$ cat config.mk
export PLATFORM = sky130hd
export DESIGN_NAME = l2_port_arbiter
export DESIGN_NICKNAME = d
export VERILOG_FILES = /design/src/rtl/arb_pkg.sv /design/src/rtl/arb_streak_counter.sv /design/src/rtl/l2_port_arbiter.sv
export SDC_FILE = /design/constraint.sdc
export NUM_CORES = 1
export LEC_CHECK = 0
export CORE_AREA = 2 2 649 651
export DETAILED_ROUTE_END_ITERATION = 12
export DIE_AREA = 0 0 651 653
export GPL_ROUTABILITY_DRIVEN = 0
export GPL_TIMING_DRIVEN = 0
export SYNTH_ARGS = -nofsm -noshare
export SYNTH_HDL_FRONTEND = slang
export SYNTH_HIERARCHICAL = 1
export SYNTH_SLANG_ARGS = --single-unit
$ cat constraint.sdc
create_clock -name clk -period 5.3 [get_ports clk]
set_clock_uncertainty 0.1 [all_clocks]
set_input_delay 1.325 -clock clk [delete_from_list [all_inputs] [get_ports clk]]
set_output_delay 1.325 -clock clk [all_outputs]
set_load 0.005 [all_outputs]
$ cat src/rtl/arb_pkg.sv
// Shared types and constants for the L2 port arbiter.
//   arb_state_t : grant state (idle, instruction owner, data owner)
//   LINE_W      : cache line width in bits
//   ADDR_W      : line address width in bits
//   STREAK_W    : width of the starvation streak counter
package arb_pkg;

    localparam int LINE_W   = 256;
    localparam int ADDR_W   = 32;
    localparam int STREAK_W = 4;

    typedef enum logic [1:0] {
        ARB_IDLE  = 2'd0,
        ARB_INSTR = 2'd1,
        ARB_DATA  = 2'd2
    } arb_state_t;

endpackage

$ cat src/rtl/arb_streak_counter.sv
// Saturating streak counter that tracks consecutive data grants taken
// while an instruction request was waiting.
// Ports:
//   clk, rst_n  : clock, synchronous active-low reset
//   i_inc       : count one data grant made over a waiting instr request
//   i_clr       : clear (instruction grant); wins over i_inc
//   o_limit_hit : count has reached LIMIT
//   o_count     : current count (debug visibility)
module arb_streak_counter
    import arb_pkg::*;
#(
    parameter logic [STREAK_W-1:0] LIMIT = 4'd4
) (
    input  logic                clk,
    input  logic                rst_n,
    input  logic                i_inc,
    input  logic                i_clr,
    output logic                o_limit_hit,
    output logic [STREAK_W-1:0] o_count
);

    logic [STREAK_W-1:0] r_count;

    always_ff @(posedge clk) begin
        if (!rst_n) begin
            r_count <= '0;
        end else if (i_clr) begin
            r_count <= '0;
        end else if (i_inc && (r_count != LIMIT)) begin
            r_count <= r_count + 1'b1;
        end
    end

    assign o_limit_hit = (r_count == LIMIT);
    assign o_count     = r_count;

endmodule

$ cat src/rtl/l2_port_arbiter.sv
// Shares one L2 port between the I-cache and D-cache miss paths. One
// transaction is outstanding at a time; the grant is held until L2_resp
// and the response is routed back to the owner.
//
// Handshake: a requester is pending while its read|write is 1. Once
// granted, its live read/write/addr/wdata drive L2 until L2_resp pulses.
// The owner's *_resp is combinational with L2_resp; the requester drops
// its request the following cycle, and the arbiter always spends one
// cycle in ARB_IDLE after a response so a stale request is never
// re-granted. *_rdata mirror L2_rdata and are qualified only by *_resp.
//
// Ports:
//   clk, rst_n                      : clock, synchronous active-low reset
//   instr_read/write/addr/wdata     : I-cache request
//   data_read/write/addr/wdata      : D-cache request
//   L2_resp, L2_rdata               : L2 completion and read line
//   instr_resp/rdata, data_resp/rdata : routed completions
//   L2_read/write/addr/wdata        : L2 command (zero when idle)
//   busy                            : a grant is held
//   o_dbg_state, o_dbg_streak       : FSM state and streak count
module l2_port_arbiter
    import arb_pkg::*;
#(
    parameter int unsigned STARVE_LIMIT = 4
) (
    input  logic                clk,
    input  logic                rst_n,
    input  logic                instr_read,
    input  logic                instr_write,
    input  logic [ADDR_W-1:0]   instr_addr,
    input  logic [LINE_W-1:0]   instr_wdata,
    input  logic                data_read,
    input  logic                data_write,
    input  logic [ADDR_W-1:0]   data_addr,
    input  logic [LINE_W-1:0]   data_wdata,
    input  logic                L2_resp,
    input  logic [LINE_W-1:0]   L2_rdata,
    output logic                instr_resp,
    output logic [LINE_W-1:0]   instr_rdata,
    output logic                data_resp,
    output logic [LINE_W-1:0]   data_rdata,
    output logic                L2_read,
    output logic                L2_write,
    output logic [ADDR_W-1:0]   L2_addr,
    output logic [LINE_W-1:0]   L2_wdata,
    output logic                busy,
    output arb_state_t          o_dbg_state,
    output logic [STREAK_W-1:0] o_dbg_streak
);

    arb_state_t r_state;
    arb_state_t w_next_state;
    logic       w_instr_pend;
    logic       w_data_pend;
    logic       w_limit_hit;
    logic       w_streak_inc;
    logic       w_streak_clr;

    assign w_instr_pend = instr_read | instr_write;
    assign w_data_pend  = data_read | data_write;

    always_ff @(posedge clk) begin
        if (!rst_n) begin
            r_state <= ARB_IDLE;
        end else begin
            r_state <= w_next_state;
        end
    end

    always_comb begin
        w_next_state = r_state;
        w_streak_inc = 1'b0;
        w_streak_clr = 1'b0;
        case (r_state)
            ARB_IDLE: begin
                // Data wins a tie unless instr has waited out its streak.
                if (w_data_pend && (!w_instr_pend || !w_limit_hit)) begin
                    w_next_state = ARB_DATA;
                    w_streak_inc = w_instr_pend;
                end else if (w_instr_pend) begin
                    w_next_state = ARB_INSTR;
                    w_streak_clr = 1'b1;
                end
            end
            ARB_INSTR, ARB_DATA: begin
                if (L2_resp) begin
                    w_next_state = ARB_IDLE;
                end
            end
            default: w_next_state = ARB_IDLE;
        endcase
    end

    arb_streak_counter #(
        .LIMIT (STREAK_W'(STARVE_LIMIT))
    ) u_streak (
        .clk         (clk),
        .rst_n       (rst_n),
        .i_inc       (w_streak_inc),
        .i_clr       (w_streak_clr),
        .o_limit_hit (w_limit_hit),
        .o_count     (o_dbg_streak)
    );

    // L2 command mux: the owner's live inputs pass straight through.
    always_comb begin
        L2_read  = 1'b0;
        L2_write = 1'b0;
        L2_addr  = '0;
        L2_wdata = '0;
        case (r_state)
            ARB_INSTR: begin
                L2_read  = instr_read;
                L2_write = instr_write;
                L2_addr  = instr_addr;
                L2_wdata = instr_wdata;
            end
            ARB_DATA: begin
                L2_read  = data_read;
                L2_write = data_write;
                L2_addr  = data_addr;
                L2_wdata = data_wdata;
            end
            default: ;
        endcase
    end

    assign instr_resp  = L2_resp && (r_state == ARB_INSTR);
    assign data_resp   = L2_resp && (r_state == ARB_DATA);
    assign instr_rdata = L2_rdata;
    assign data_rdata  = L2_rdata;
    assign busy        = (r_state != ARB_IDLE);
    assign o_dbg_state = r_state;

endmodule

==> impl_metrics.ini <==
[run_status]
status = finished with violations
violations = max-slew violations

[yosys]
syn_area_sq_um = 9010
ys_types = 27
ys_ff_latch = 6
synth_top_area_share = 0.451
synth_area_leaders = buf_4 (45%), a22oi_1 (24%), nor2b_1 (20%)
synth_fp_nets = 2083
postSynthAreaPerCell_sq_um = 7.27
synth_top_cell_by_area = buf_4
synth_cells = 1239
yosys_warnings = 6
ys_seq_area_frac = 0.0133

[placed_design]
place_ws_ns = 0.142
place_hpwl_mm = 373
placed_cell_area_sq_um = 30000
dp_cells = 8160
place.port_buffers = 1393

[clock_network]
post-cts-setup-buffers = 0
cts_tree = yes
clockBufferDepth = 2
clk_pin_slew_ns = 0.03
root_buffer = clkbuf_16
cts_max_level = 1
clock_latency_ns = 0.23
clkSinkCount = 6
tritoncts.num_buffers = 3

[global_routing]
grt_pass1_wl_mm = 416
overflow = 0
grt_max_degree = 11
antenna_found_initial = 380
grt_pass1_vias = 15500
grt_usage = 0.173

[finish]
fin_nets = 3489
final_cell_area_sq_um = 30400
drive_gt1_frac = 0.230
fill_cells = 49000
syn_to_final_growth_pct = 238
layout.cells.non_filler = 8311
fin_util = 0.0727

[floorplan]
die_area_sq_um = 425000
rows = 238
num_io_pins = 1650
start_util = 0.0215
die_y_um = 653
die_w_um = 651
core_area_sq_um = 418000

[worst_setup_path]
path_buf_inv = 2
worst_setup_path_end_kind = output pin
cp_top_family = compound AO/OA/AOI/OAI gates
crit_slowest_cell = a22oi_1
crit_path_start_kind = primary input
critPathRequiredTime_ns = 3.88
path_cells = clkdlybuf4s50_1 > a22oi_1 > nor2b_1 > clkdlybuf4s50_1
crit_fanout = 1
path_common_cell = clkdlybuf4s50_1
max_stage_delay_ns = 1.26
critPathArrivalTime_ns = 3.73
crit_type = in -> out

[sta]
clock.fmax_mhz = 194
period_minus_slack_ns = 5.16
report.final.setup_viol = 0
maxSlewViolCount = 1
setup_tns_ns = 0
rsz0062_at_grt = false
worst_hold_slack_ns = 0.391
final_hold_viol_count = 0
layout_setup_ws_ns = 0.144
period_share = 0.973
slew_headroom = -0.146
worst_pin_slew_ns = 1.72

[route]
wl_per_cell_um = 46.4
drc = 0
dr.first_iter.drc_count = 1604
first_pass_iters = 6
drt_wl_total_mm = 386
viasPerCell = 2.07
ant_nets = 0
num_vias = 17200

[pwr]
power.leakage_nw = 9.28
power_density_nw_per_um2 = 169
p_total_mw = 5.14
ir_worst_vdd_mv = 0.0972

[min_path]
hold_class = reg -> reg

[flow_run]
maxCapViolCount = 0
-- state kept, by name, summed over array words and instances (netlist names) --
signal / cells
o_dbg_state: 2
u_streak/o_count: 4
-- what timing repair did --
action | 4_1_cts | 5_1_grt
endpoints found under the setup margin | 5 | 0
gates resized for setup | 1 | 0
hold buffers | 0 | 0
-- routing by layer --
layer / wire length [um] / global-route usage / vias up
met5: 1870 / 0.00204 / -
met4: 10100 / 0.0347 / 278
met3: 76400 / 0.158 / 626
met2: 180000 / 0.290 / 1737
met1: 117000 / 0.154 / 7868
li1: - / - / 6715
-- cells in the final DEF, fill, tap and decap left out, drive strengths merged --
cell type,Yosys,final
and2,2,2
o31a,1,1
a21oi,4,4
dfxtp,6,6
nand4,1,1
nor2b,290,290
diode,0,148
a22oi,290,290
buf,571,579
clkdlybuf4s50,0,1393
nor3,1,1
o21ai,5,5
or3,1,1
nor2,5,5
nand2,1,1
inv,8,8
o32ai,1,1
nand3,4,4
ha,5,5
o21a,1,1
a221oi,1,1
nand3b,1,1
or2,1,1
clkbuf,37,40
nand2b,2,2
-- power by group --
part,total [mW],internal [mW],switching [mW]
sequential,0.0561,0.0506,0.00551
clock,0.125,0.0971,0.0283
combinational,4.96,1.96,3.00
-- final cells by class --
type,instances,area [sq um],share of cell area
diodes,148,370,0.0122
plain buffers,608,4620,0.152
clock buffers,3,75.1,0.00247
inverters,8,30.0,0.000987
multi-input cells,617,4260,0.140
flip-flops and latches,6,120,0.00395
well taps,5520,6910,0.227
repair buffers,1401,14000,0.462
-- synth_stat cells --
| library cell | count |
|---|---|
| o21a_1 | 1 |
| nand3b_1 | 1 |
| ha_1 | 5 |
| or2_2 | 1 |
| inv_2 | 1 |
| nand2b_1 | 2 |
| nor3_1 | 1 |
| nand4_1 | 1 |
| and2_1 | 2 |
| o31a_1 | 1 |
| o21ai_0 | 5 |
| or3_1 | 1 |
| a21oi_1 | 4 |
| buf_6 | 15 |
| nor2b_1 | 290 |
| inv_1 | 7 |
| a22oi_1 | 290 |
| a221oi_1 | 1 |
| nor2_1 | 5 |
| clkbuf_1 | 19 |
| buf_2 | 15 |
| o32ai_2 | 1 |
| nand3_1 | 4 |
| dfxtp_1 | 6 |
| clkbuf_8 | 18 |
| nand2_1 | 1 |
| buf_4 | 541 |
-- path summary, 6_finish.rpt --
| kind | cells after the start | slack (ns) | from | to |
|---|---|---|---|---|
| hold reg to reg | 2 | 0.39 | u_streak/o_count[3]$_SDFFE_PP0P_ | u_streak/o_count[3]$_SDFFE_PP0P_ |
| setup reg to reg | 10 | 2.71 | u_streak/o_count[0]$_SDFFE_PP0P_ | u_streak/o_count[3]$_SDFFE_PP0P_ |
| setup / recovery | 4 | 0.14 | data_wdata[197] | L2_wdata[197] |
| hold / removal | 2 | 0.39 | u_streak/o_count[3]$_SDFFE_PP0P_ | u_streak/o_count[3]$_SDFFE_PP0P_ |
-- worst reg2reg max path: stages, from the launching register on --
cell and delay [ns]:
dfxtp_1 0.40, inv_1 0.09, ha_1 0.22, nand3b_1 0.15, inv_1 0.13, o21a_1 0.15
or2_2 0.30, nor2_1 0.37, nand4_1 0.17, or3_1 0.33, a21oi_1 0.12
-- cell families (layout without fill, tap and decap cells) --
| group | Yosys count | count (layout) | synth area share |
|---|---|---|---|
| simple gates | 309 | 309 | 0.212 |
| buf+inv | 616 | 2020 | 0.516 |
| compound gates | 303 | 303 | 0.251 |
| other cells | 0 | 148 | 0 |
| fa+ha+maj | 5 | 5 | 0.00694 |
| flops | 6 | 6 | 0.0133 |
Note: power is estimated with default switching activity, not from simulation.
